### config.mk
export PLATFORM = sky130hd
export DESIGN_NAME = multi_pattern_serializer
export DESIGN_NICKNAME = d
export VERILOG_FILES = /design/src/rtl/multi_pattern_serializer.sv
export SDC_FILE = /design/constraint.sdc
export NUM_CORES = 1
export LEC_CHECK = 0
export CAP_MARGIN = 20
export CELL_PAD_IN_SITES_DETAIL_PLACEMENT = 0
export CELL_PAD_IN_SITES_GLOBAL_PLACEMENT = 1
export CORE_ASPECT_RATIO = 1.2
export CORE_MARGIN = 5
export CORE_UTILIZATION = 50
export CTS_CLUSTER_DIAMETER = 80
export DETAILED_ROUTE_END_ITERATION = 6
export GPL_TIMING_DRIVEN = 0
export PLACE_DENSITY = 0.83
export REMOVE_ABC_BUFFERS = 1
export SKIP_LAST_GASP = 1
export SLEW_MARGIN = 20
export SYNTH_ARGS = -nofsm -noshare
export SYNTH_HDL_FRONTEND = slang
export SYNTH_SLANG_ARGS = --single-unit
### constraint.sdc
create_clock -name clk -period 8.6 [get_ports clk]
set_clock_uncertainty 0.15 [all_clocks]
set_input_delay 0.86 -clock clk [delete_from_list [all_inputs] [get_ports clk]]
set_output_delay 0.86 -clock clk [all_outputs]
set_load 0.005 [all_outputs]
### src/rtl/multi_pattern_serializer.sv
// Multi-channel pattern serializer: NUM_PAT writable patterns of programmable length.
// A selected pattern is shifted out MSB-first, either once or repeated back to back.
module multi_pattern_serializer #(
  parameter int               NUM_PAT = 2,
  parameter int               SEL_W   = 1,
  parameter int               PAT_W   = 88,
  parameter int               LEN_W   = 7,
  parameter logic [PAT_W-1:0] RST_PAT = 88'h123456789ABCDEF1234567,
  parameter int               RST_LEN = 88
) (
  input  logic             clk,
  input  logic             rst_n,
  input  logic             wr_en,
  input  logic [SEL_W-1:0] wr_sel,
  input  logic [PAT_W-1:0] wr_data,
  input  logic [LEN_W-1:0] wr_len,
  input  logic             start,
  input  logic [SEL_W-1:0] start_sel,
  input  logic             repeat_en,
  input  logic             stop,
  output logic             ser_out,
  output logic             ser_valid,
  output logic             busy,
  output logic             done,
  output logic             err
);

  localparam logic [LEN_W-1:0] MAX_LEN   = LEN_W'(PAT_W);
  localparam logic [LEN_W-1:0] RST_LEN_L = LEN_W'(RST_LEN);

  typedef enum logic {IDLE, SHIFT} state_t;

  state_t             state, state_n;
  logic [PAT_W-1:0]   pat [NUM_PAT];
  logic [LEN_W-1:0]   len [NUM_PAT];
  logic [PAT_W-1:0]   work;
  logic [LEN_W-1:0]   cnt;
  logic [SEL_W-1:0]   ch;
  logic [SEL_W-1:0]   ld_sel;
  logic [LEN_W-1:0]   ld_len;
  logic [LEN_W-1:0]   ld_top;
  logic               sel_ok;
  logic               load;
  logic               advance;
  logic               finish;
  logic               err_n;

  always_ff @(posedge clk or negedge rst_n) begin
    if (!rst_n) state <= IDLE;
    else        state <= state_n;
  end

  // In IDLE the load source is the requested channel; in SHIFT it is the running one (reload).
  always_comb begin
    state_n = state;
    load    = 1'b0;
    advance = 1'b0;
    finish  = 1'b0;
    err_n   = 1'b0;
    ld_sel  = (state == IDLE) ? start_sel : ch;
    sel_ok  = int'(ld_sel) < NUM_PAT;
    ld_len  = sel_ok ? len[ld_sel] : '0;
    ld_top  = ld_len - 1'b1;
    case (state)
      IDLE: begin
        if (start && !stop) begin
          if (sel_ok && ld_len != '0) begin
            load    = 1'b1;
            state_n = SHIFT;
          end else begin
            err_n = 1'b1;
          end
        end
      end
      SHIFT: begin
        if (stop) begin
          state_n = IDLE;
        end else if (cnt != '0) begin
          advance = 1'b1;
        end else if (repeat_en && ld_len != '0) begin
          load = 1'b1;
        end else begin
          state_n = IDLE;
          finish  = 1'b1;
        end
      end
      default: state_n = IDLE;
    endcase
  end

  // Non-blocking update means a same-edge load still sees the old contents.
  always_ff @(posedge clk or negedge rst_n) begin
    if (!rst_n) begin
      for (int i = 0; i < NUM_PAT; i++) begin
        pat[i] <= RST_PAT;
        len[i] <= RST_LEN_L;
      end
    end else if (wr_en && int'(wr_sel) < NUM_PAT) begin
      pat[wr_sel] <= wr_data;
      len[wr_sel] <= (wr_len > MAX_LEN) ? MAX_LEN : wr_len;
    end
  end

  always_ff @(posedge clk or negedge rst_n) begin
    if (!rst_n) begin
      work    <= '0;
      cnt     <= '0;
      ch      <= '0;
      ser_out <= 1'b0;
      done    <= 1'b0;
      err     <= 1'b0;
    end else begin
      done <= finish;
      err  <= err_n;
      if (load) begin
        ch      <= ld_sel;
        work    <= pat[ld_sel];
        cnt     <= ld_top;
        ser_out <= pat[ld_sel][ld_top];
      end else if (advance) begin
        cnt     <= cnt - 1'b1;
        ser_out <= work[cnt - 1'b1];
      end else begin
        ser_out <= 1'b0;
      end
    end
  end

  assign busy      = (state == SHIFT);
  assign ser_valid = (state == SHIFT);

endmodule
# == Word level (Yosys, flattened, before mapping) ==
# Cells that the tools add are included.
# totals
regBits,290
word_cells,70
output_inout_bits,5
# op_classes
reduce_logical,7
addsub,2
bitwise,3
muxes,41
magnitude_cmp,6
# op_table
op,count
2-to-1 mux 88 bit,4
bitwise mux 176 bit,1
demux 88 bit (select 1 bit),1
2-to-1 mux 7 bit,7
2-to-1 mux 1 bit,22
"< comparator 7 x 8 -> 1 bit, second input constant",2
binary-select mux 1 bit (select 7 bit),2
bitwise mux 14 bit,1
nonzero test 7 bit,2
"subtractor 7 x 1 -> 7 bit, second input constant",2
demux 7 bit (select 1 bit),1
"greater-than comparator 7 bit, second input constant",1
"greater-or-equal comparator 2 bit, second input constant",2
inverter 1 -> 2 bit,2
case mux 1 bit (2 select lines),2
logical AND 1 bit,3
"< comparator 2 x 1 -> 1 bit, second input constant",1
nonzero test 2 bit,1
logical NOT 1 bit,1
inverter 1 bit,1

# == Depth between registers and ports, before layout ==
# Gate-level depths: netlist of run 1.
# depth
word_depth,12
depth_mapped,13
ltp_nobuf,10

# == Worst setup path before layout of run 1 ==
# No wires, ideal clock.
# synth_timing
path_kind,register to register
start,register cnt[0]
end,register ser_out
t_arrival_ns,3.052
slack_ns,5.278
period_less_slack_ns,3.322
path_stages_with_launch,14
cell_sequence,dfrtp_1 clkbuf_1 buf_1 inv_1 ha_1 clkbuf_1 mux4_2 mux2i_1 mux2i_1 mux2i_1 mux2i_1 o21ai_0 a21oi_1 a41o_1
# synth_between
elab_chain_len,6
word_cells_on_any_way,12
cone_classes,1 x add/sub; 10 x mux; 1 x reduce/logical
# synth_lines
element,line_no,rtl
from (decl),37,logic [LEN_W-1:0] cnt;
from (signal assigned),118,cnt <= ld_top;
from (signal assigned),121,cnt <= cnt - 1'b1;
branches (longest 5 deep; another with subtractor 7 x 1 -> 7 bit),-,
2-to-1 mux 1 bit *,115,if (load) begin
to (signal assigned),119,ser_out <= pat[ld_sel][ld_top];
to (signal assigned),122,ser_out <= work[cnt - 1'b1];
to (decl),21,"output logic ser_out,"
# Mark *: on every way between the ends. The select of a mux whose other input is x is not followed.
# A chain may end at the register's enable or synchronous reset.

# == Worst setup path in the final report of run 1 ==
# layout_timing
start,register len[2] (netlist bit)
end,register ser_out
# layout_between
elab_chain_len,10
word_cells_on_any_way,15
cone_classes,1 x add/sub; 12 x mux; 2 x reduce/logical
# layout_lines
element,line_no,rtl
from (decl),35,logic [LEN_W-1:0] len [NUM_PAT];
"from (signal, indexed assignment)",100,len[wr_sel] <= (wr_len > MAX_LEN) ? MAX_LEN : wr_len;
2-to-1 mux 7 bit (implied by the code) * (3 in series),62,ld_len = sel_ok ? len[ld_sel] : '0;
branches (longest 6 deep; another with subtractor 7 x 1 -> 7 bit),-,
2-to-1 mux 1 bit *,115,
# Marks and branches as above.

==> results.tsv, run 1 <==
metric	value	unit
length of the first detailed-routing pass in iterations	7	
vias in the first global route	11620	
delay-heaviest family, CP	compound AO/OA/AOI/OAI gates	
Port-buffer cells	107	
maximum capacitance violations	0	
Cell Area, Placed	15990	um2
Most used DFF post-synth	dfrtp_1	
flip-flop and latch count after synthesis	290	
Initial Util	50.85	%
Hold Startpoint	pat[96]	
slew margin rel.	27.23	%
fmax	0.2435	GHz
final setup fails	0	
asr flop ratio synth	100.0	%
Data arrival, critical path	4.38	ns
worst-margin pin slew	1.092	ns
Core Box Area	28000	um2
Slowest-stage cell, CP	dfrtp_1	
Buf/Inv on CP	1	
Worst Path Required	8.87	ns
Crit Path Category	flip-flop to flip-flop	
total track usage	25.27	%
PD cells	284.5	nW/um2
Overflow after GRT	0	
largest net degree at the start of global routing	101	
Overall Power	0.004838	W
die area	31970	um2
fin cells	1930	
row count	67	
Yosys top cell area share	34.45	%
setup TNS	0	ns
root buffer cell	clkbuf_16	
top cells by area, synth	dfrtp_1, dfstp_2, nand2_1	
Post-synth EDFFs	0	
CTS Sinks	290	
first-pass GRT wire length	64430	um
cts repair resizes	0	
Placement Setup Slack	4.179	ns
Max clock buf depth	3	
Syn Std Cell Area	14240	um2
Hold Crit Class	flip-flop to flip-flop	
Reg2Reg Launch Point	len[2]	
I/O pin count	108	
CTS tree	yes	
Critical Path Start Type	flip-flop	
final net count	1631	
initial antenna violation count	0	
fin crit share	47.75	%
number of cells after detailed placement	1873	
RSZ-0062 raised after global routing	no	
Final Hold Viols	0	
cells along the critical path	clkinv_1 -> or3_1 -> a221oi_1 -> o221ai_1 -> a32oi_1 -> nor2_1 -> o41a_1 -> a41o_1	
Post-DRT Antenna Nets	0	
Final Critical Period	4.107	ns
Layout area overhead	19.40	%
Worst-path clk slew	0.06	ns
DP HPWL	26210	um
RePlAce Congestion	0.8376	
die width	164.1	um
Die Y	194.9	um
Num CTS Buffers	30	
Vias	11210	
Mapped Cells	1463	
CTS H-tree depth	1	
final WL	39960	um
cell area after layout	17000	um2
area leader, netlist	dfrtp_1	
DRT iter0 DRCs	1065	
share of cells above drive strength 1	21.08	%
Worst path max stage delay	1.01	ns
Worst Setup Slack, final	4.493	ns
wire length per cell	20.70	um
CP Capture Type	flip-flop	
DRC violations left	0	
register area share after synthesis	51.79	%
Pleak	7.203	nW
antenna cell count	0	
via density per instance	5.810	
fill count	2434	
crit path launch	len[2]	
Syn. warnings	0	
maximum vdd drop	0.0001713	V
Crit Path Max Fanout	16	
average size of a mapped cell	9.733	um2
Worst-Skew Late Latency	0.56	ns
post-synth cell types	59	
status	complete, no violations	
Max Transition Viols Final	0	
[Yosys cell counts (10+ instances only)]
cell type	n
nand2_1	459
o21ai_0	38
clkbuf_1	81
nor2b_1	12
nor3_1	16
buf_2	18
a21oi_1	36
a211oi_1	12
o22ai_1	12
a31oi_1	83
mux2i_1	39
nand2b_1	10
nor2_1	112
mux2_2	102
dfstp_2	94
dfrtp_1	196
mux4_2	28
[area by class of cell]
cell class	instances	area, um2	share of cell area [%]
Clock buffer	46	922.1	5.424
Tap cell	379	474.2	2.789
Clock inverter	10	83.83	0.4931
Sequential cell	290	7381	43.41
Timing Repair Buffer	140	1623	9.545
Inverter	7	26.28	0.1545
Multi-Input combinational cell	1058	6491	38.18
[worst paths after layout]
check	end	slack, ns	cells after the start
setup / recovery	ser_out	4.49	8
hold / removal	pat[96]	0.31	2
setup reg to reg	ser_out	4.49	8
hold reg to reg	pat[96]	0.31	2
max in group asynchronous	pat[14]	6.65	4
min in group asynchronous	pat[48]	0.56	2
[worst min-delay path, stage by stage (launching register included)]
cell and delay (ns):
dfstp_2 0.37, nand2_1 0.05, nand2_1 0.04
[kinds of logic (layout without fill, tap and decap cells)]
family | after synthesis | after routing | synth area share, %
flip-flops | 290 | 290 | 51.79
XOR/XNOR | 11 | 11 | 0.6766
AND/OR/NAND/NOR | 639 | 639 | 17.98
multiplexers | 169 | 169 | 15.24
adder cells (fa/ha/maj) | 1 | 1 | 0.08786
AO/OA/AOI/OAI | 238 | 238 | 10.93
buffers and inverters | 115 | 203 | 3.295
[metal layers]
| metal | global-route usage [%] | vias up | share of wire, % |
|---|---|---|---|
| li1 | - | 5200 | - |
| met2 | 42.15 | 349 | 49 |
| met1 | 34.44 | 5586 | 42 |
| met5 | 0 | - | 0 |
| met4 | 7.769 | 0 | 3.1 |
| met3 | 3.390 | 79 | 5.6 |
[registers in the layout (all words and copies together) (netlist names)]
register,count
pat,176
done,1
busy,1
ser_out,1
work,88
len,14
cnt,7
err,1
ch,1
[stage by stage]
step / hold WS, ns / utilization [%]
4_1_cts: 0.3115 / 60.72
6_report: 0.3101 / 60.72
3_5_place_dp: 0.2993 / 57.09
3_3_place_gp: 0.2959 / 54.79
2_1_floorplan: 0.2875 / -
5_1_grt: 0.3257 / 60.72
[where the power goes]
part / leakage (nW) / switching, W / internal, W
clock: 0.496 / 0.000547 / 0.000766
sequential: 3.29 / 0.000262 / 0.00170
combinational: 3.42 / 0.000827 / 0.000731
total: 7.20 / 0.00164 / 0.00320
[what timing repair did]
| action | in CTS | in global routing |
|---|---|---|
| hold endpoints to repair | 4 | 0 |
| buffers inserted | 0 | 0 |
| hold buffers | 1 | 0 |
[cells in the final DEF, fill, tap and decap left out, types with 4 or more instances in the layout]
master and n:
clkdlybuf4s50_1 106, a21oi_1 36, a222oi_1 8, nor2_1 112, a211oi_1 12, a31oi_1 82, nor2b_1 9, clkbuf_8 9
o22ai_1 12, clkbuf_1 6, nand2b_1 9, xor2_1 5, nor3_1 16, xnor2_1 5, a22oi_1 6, o21ai_0 38
buf_16 10, dfrtp_2 5, o211ai_1 8, or3_1 5, clkbuf_16 31, nand3_1 7, mux2i_1 38, a221oi_1 6
clkinv_2 6, mux4_2 28, buf_8 4, o221ai_1 7, buf_12 5, buf_4 11, dfstp_2 94, dfrtp_1 191
nand2_1 458, inv_1 4, mux2_2 101
Power figures use the tool's default switching activity.
==> run 2: changes to the inputs <==
--- a/config.mk
+++ b/config.mk
@@ -10,11 +10,11 @@
 export CELL_PAD_IN_SITES_GLOBAL_PLACEMENT = 1
 export CORE_ASPECT_RATIO = 1.2
 export CORE_MARGIN = 5
-export CORE_UTILIZATION = 50
+export CORE_UTILIZATION = 46
 export CTS_CLUSTER_DIAMETER = 80
 export DETAILED_ROUTE_END_ITERATION = 6
 export GPL_TIMING_DRIVEN = 0
-export PLACE_DENSITY = 0.83
+export PLACE_DENSITY = 0.77
 export REMOVE_ABC_BUFFERS = 1
 export SKIP_LAST_GASP = 1
 export SLEW_MARGIN = 20
==> constraint.sdc (replaced) <==
create_clock -name clk -period 3.9 [get_ports clk]
set_clock_uncertainty 0.15 [all_clocks]
set_input_delay 0.39 -clock clk [delete_from_list [all_inputs] [get_ports clk]]
set_output_delay 0.39 -clock clk [all_outputs]
set_load 0.005 [all_outputs]
==> run 2 against run 1 <==
Compared with the run above: maximum frequency increased by 7.4%; final cell count increased by 1.3%; sequential share of layout area fell by 0.47 points; via count fell by 0.40%; sequential cell count did not move; combinational power up 130%; hold slack worse by 0.19 ns; worst setup slack lost 4.4 ns; critical path type unchanged.
==> results.tsv, run 2 (synthesis results as in run 1) <==
metric	value	unit	change
Switching Fraction	33.39	%	-0.44 points
fin crit share	98.03	%	+50 points
Worst-path clk slew	0.06	ns	about the same
antenna cell count	0		unchanged
biggest regs	pat: 176 flops, work: 88 flops, len: 14 flops		
maximum capacitance violations	0		unchanged
Post-DRT Antenna Nets	0		unchanged
Data arrival, critical path	4.10	ns	-0.28 ns
setup TNS	0	ns	unchanged
most common cell after layout, fill and taps aside	nand2_1		
Buf/Inv on CP	1		unchanged
RSZ-0062 raised after global routing	no		
Num CTS Buffers	31		+3.3%
WL met1	17880	um	+6.5%
via density per instance	5.713		-1.7%
Initial Util	46.58	%	-4.3 points
DRC violations left	0		unchanged
cells along the critical path	clkinv_2 -> or3_1 -> a221oi_1 -> o221ai_1 -> a32oi_1 -> nor2_1 -> o41a_1 -> a41o_1		
DR WL met3	2232	um	+0.18%
share of cells above drive strength 1	21.74	%	+0.66 points
Hold Crit Class	input port to asynchronous set/reset pin		
RePlAce Congestion	0.8151		-2.7%
fmax	0.2616	GHz	+7.4%
Critical Path Start Type	flip-flop		
Layout area overhead	20.76	%	
wire length per cell	20.83	um	+0.60%
Die Y	202.7	um	+4.0%
Overall Power	0.01099	W	+130%
vias in the first global route	11180		-3.8%
max reg flops	176		unchanged
root buffer cell	clkbuf_16		
Max Transition Viols Final	0		unchanged
Max clock buf depth	3		unchanged
Final Hold Viols	0		unchanged
delay-heaviest family, CP	compound AO/OA/AOI/OAI gates		
Max Used Layer	met4		
Placement Setup Slack	-0.2537	ns	-4.433 ns
CP Capture Type	flip-flop		
I/O pin count	108		unchanged
Crit Path Max Fanout	16		unchanged
die area	34590	um2	+8.2%
row count	70		+4.5%
Core Box Area	30570	um2	+9.2%
P_sw	0.003670	W	+120%
slew margin rel.	25.90	%	-1.3 points
internal power	0.007322	W	+130%
final WL	40720	um	+1.9%
Slowest-stage cell, CP	dfrtp_1		
Fin Hold WS	0.1162	ns	-0.1938 ns
maximum vdd drop	0.0004255	V	+150%
sequential share of power	39.0	%	-1.7 points
Final Critical Period	3.823	ns	-0.2838 ns
clock group share of total power	28.7	%	+1.6 points
Worst Setup Slack, final	0.07702	ns	-4.416 ns
Pleak	7.290	nW	+1.2%
first-pass GRT wire length	64770	um	+0.54%
most frequent cells in the layout	nand2_1, dfrtp_1, nor2_1		
Comb pwr share	32.3	%	about the same
PD cells	639.2	nW/um2	+120%
Cell Area, Placed	16040	um2	+0.33%
Vias	11170		-0.40%
DP HPWL	26530	um	+1.2%
Worst Path Required	4.18	ns	-4.69 ns
length of the first detailed-routing pass in iterations	7		unchanged
final setup fails	0		unchanged
Worst path max stage delay	1.07	ns	+0.06 ns
Crit Path Category	flip-flop to flip-flop		
Worst-Skew Late Latency	0.56	ns	about the same
DRT iter0 DRCs	948		-11%
Port-buffer cells	107		unchanged
final net count	1639		+0.49%
largest net degree at the start of global routing	96		-5.0%
met2 wire len	19720	um	about the same
CTS H-tree depth	1		unchanged
worst-margin pin slew	1.111	ns	+0.01991 ns
Top reg by flops	pat		
Overflow after GRT	0		unchanged
CTS Sinks	290		unchanged
status	complete, no violations		
die width	170.6	um	+4.0%
total track usage	23.55	%	-1.7 points
CTS tree	yes		
cell area after layout	17200	um2	+1.1%
initial antenna violation count	0		unchanged
[run 2: cell type report]
class                      count  area, um2
fill                        2699      13370
sequential                   290       7385
clock buffer                  43      890.9
multi-input combinational   1058       6492
inverter                       7      27.53
tap                          396      495.5
clock inverter                14      203.9
timing repair buffer         147       1700
[run 2: through the flow]
stage	std cells	utilization [%]
floorplan	1355	-
global route	1955	56.25
global placement	1858	50.26
finish	1955	56.25
CTS	1950	56.11
detailed placement	1892	52.47
[run 2: path summary, 6_finish.rpt]
check | startpoint | end | slack, ns | cells after the start
setup / recovery | len[2] | ser_out | 0.08 | 8
hold / removal | rst_n | pat[20] | 0.12 | 2
setup reg to reg | len[2] | ser_out | 0.08 | 8
hold reg to reg | pat[104] | pat[104] | 0.31 | 2
max in group asynchronous | rst_n | pat[81] | 2.73 | 3
min in group clk | wr_data[74] | pat[162] | 0.20 | 3
[run 2: repair_timing]
item	in CTS	in global routing
setup endpoints to repair	22	29
setup buffers	0	5
gates resized for setup	3	2
hold buffers	1	0
hold endpoints to repair	198	0
pin swaps	0	1
[run 2: power groups by stage]
| stage | combinational (W) | clock [W] | sequential [W] |
|---|---|---|---|
| floorplan | 0.00232 | 0 | 0.00419 |
| global placement | 0.00337 | 0 | 0.00442 |
| detailed placement | 0.00349 | 0 | 0.00436 |
| CTS | 0.00350 | 0.00321 | 0.00431 |
| global route | 0.00386 | 0.00334 | 0.00437 |
| finish | 0.00355 | 0.00315 | 0.00428 |
[run 2: per-layer routing]
layer  vias up  global-route usage, %
met5         -                      0
met4         0                  5.563
met3        58                  2.843
met2       326                  38.61
met1      5569                  33.65
li1       5216                      -
==> run 3: changes to the inputs <==
--- a/config.mk
+++ b/config.mk
@@ -17,7 +17,7 @@
 export PLACE_DENSITY = 0.77
 export REMOVE_ABC_BUFFERS = 1
 export SKIP_LAST_GASP = 1
-export SLEW_MARGIN = 20
+export SLEW_MARGIN = 40
 export SYNTH_ARGS = -nofsm -noshare
 export SYNTH_HDL_FRONTEND = slang
 export SYNTH_SLANG_ARGS = --single-unit
==> run 3 against run 2 <==
Compared with the run above: maximum frequency up 5.1%; wire length down 0.64%; hold slack gained 0.073 ns; critical path depth unchanged; first-iteration DRC count is 17% lower; final cell count rose by 0.26%; sequential cell count stayed put; design area down 0.46%; largest cell class unchanged.
==> results.tsv, run 3 (synthesis results as in run 1) <==
metric	value	unit	change
Pleak	7.265	nW	-0.35%
Slowest-stage cell, CP	dfrtp_2		
Data arrival, critical path	3.93	ns	-0.17 ns
die width	170.6	um	unchanged
Worst path max stage delay	0.90	ns	-0.17 ns
wire length per cell	20.64	um	-0.89%
CTS Sinks	290		unchanged
Core Box Area	30570	um2	unchanged
DRT iter0 DRCs	785		-17%
fmax	0.2749	GHz	+5.1%
final net count	1643		+0.24%
Worst Path Required	4.19	ns	about the same
setup TNS	0	ns	unchanged
Final Hold Viols	0		unchanged
initial antenna violation count	0		unchanged
Die Y	202.7	um	unchanged
via density per instance	5.737		+0.42%
Final Critical Period	3.637	ns	-0.1858 ns
biggest regs	pat: 176 flops, work: 88 flops, len: 14 flops		
CTS H-tree depth	1		unchanged
Fin Hold WS	0.1889	ns	+0.07263 ns
RePlAce Congestion	0.8151		unchanged
root buffer cell	clkbuf_16		
row count	70		unchanged
most frequent cells in the layout	nand2_1, dfrtp_1, nor2_1		
length of the first detailed-routing pass in iterations	5		-2
PD cells	633.1	nW/um2	-0.95%
total track usage	23.53	%	about the same
Num CTS Buffers	31		unchanged
final setup fails	0		unchanged
fin cells	1960		+0.26%
Worst-path clk slew	0.06	ns	about the same
Layout area overhead	20.21	%	
maximum vdd drop	0.0004474	V	+5.2%
most numerous cell on the critical path	nor2_1		
Overflow after GRT	0		unchanged
fin util	56.00	%	-0.26 points
CTS tree	yes		
cells along the critical path	nor2_1 -> xnor2_1 -> mux2_2 -> o221ai_1 -> a32oi_1 -> nor2_1 -> o41a_1 -> a41o_1		
slew margin rel.	43.43	%	+18 points
Critical Path Start Type	flip-flop		
worst-margin pin slew	0.8447	ns	-0.2668 ns
first-pass GRT wire length	64930	um	+0.25%
CP Capture Type	flip-flop		
Buf/Inv on CP	0		-1
largest net degree at the start of global routing	78		-19%
status	complete, no violations		
die area	34590	um2	unchanged
Hold Crit Class	input port to asynchronous set/reset pin		
Crit Path Max Fanout	27		+11
most common cell after layout, fill and taps aside	nand2_1		
delay-heaviest family, CP	compound AO/OA/AOI/OAI gates		
Cell Area, Placed	16040	um2	about the same
Worst-Skew Late Latency	0.57	ns	about the same
vias in the first global route	11300		+1.1%
DP HPWL	26910	um	+1.4%
Crit Path Category	flip-flop to flip-flop		
fin crit share	93.26	%	-4.8 points
Post-DRT Antenna Nets	0		unchanged
final WL	40460	um	-0.64%
Max Transition Viols Final	0		unchanged
max reg flops	176		unchanged
Max clock buf depth	3		unchanged
number of cells after detailed placement	1902		+0.53%
RSZ-0062 raised after global routing	yes		
cell area after layout	17120	um2	-0.46%
Port-buffer cells	107		unchanged
Vias	11250		+0.68%
antenna cell count	0		unchanged
maximum capacitance violations	0		unchanged
DRC violations left	0		unchanged
I/O pin count	108		unchanged
Top reg by flops	pat		
share of cells above drive strength 1	21.87	%	+0.12 points
Initial Util	46.58	%	unchanged
[run 3: worst reg2reg max path, delay by kind of cell (launching register included)]
family / cells / cell delay [ns]
AO/OA/AOI/OAI: 4 / 1.24
XOR/XNOR: 1 / 0.50
AND/OR/NAND/NOR: 2 / 0.23
multiplexers: 1 / 0.50
flip-flops: 1 / 0.90
[run 3: layer usage]
layer	part of all wire, %	up-vias	track usage, %
li1	-	5219	-
met1	43	5615	33.49
met2	48	341	37.85
met3	5.9	70	3.019
met4	3.0	0	7.133
met5	0	-	0
[run 3: area by class of cell]
cell class | count | area (um2)
Inverter | 7 | 26.28
Timing Repair Buffer | 151 | 1660
Multi-Input combinational cell | 1058 | 6505
Fill cell | 2701 | 13450
Clock buffer | 47 | 925.9
Tap cell | 396 | 495.5
Sequential cell | 290 | 7391
Clock inverter | 11 | 112.6
[run 3: final timing paths]
path	start	to	cells after the start	slack, ns
max in group asynchronous	rst_n	pat[10]	4	2.37
worst max register to register	len[0]	ser_out	8	0.26
worst min-delay path	rst_n	pat[20]	2	0.19
worst min register to register	pat[132]	pat[132]	2	0.31
worst max-delay path	len[0]	ser_out	8	0.26
min in group clk	wr_data[16]	pat[104]	3	0.19
[run 3: repair_timing]
item	4_1_cts	5_1_grt
gates resized for setup	0	8
hold endpoints to repair	55	0
setup buffers	0	0
endpoints found under the setup margin	0	14
hold buffers	1	0
[run 3: power by group]
| group | switching (W) | internal [W] | leakage [nW] |
|---|---|---|---|
| Sequential | 0.000564 | 0.00376 | 3.29 |
| Combinational | 0.00187 | 0.00165 | 3.46 |
| Clock | 0.00123 | 0.00176 | 0.519 |
| Total | 0.00366 | 0.00718 | 7.26 |
[run 3: metrics by stage]
step	worst slack, ns	power [W]
2_1_floorplan	-12.62	0.006507
3_3_place_gp	-22.72	0.007789
3_5_place_dp	-0.2294	0.007842
4_1_cts	0.08407	0.01086
5_1_grt	0.0006839	0.01142
6_report	0.2628	0.01084
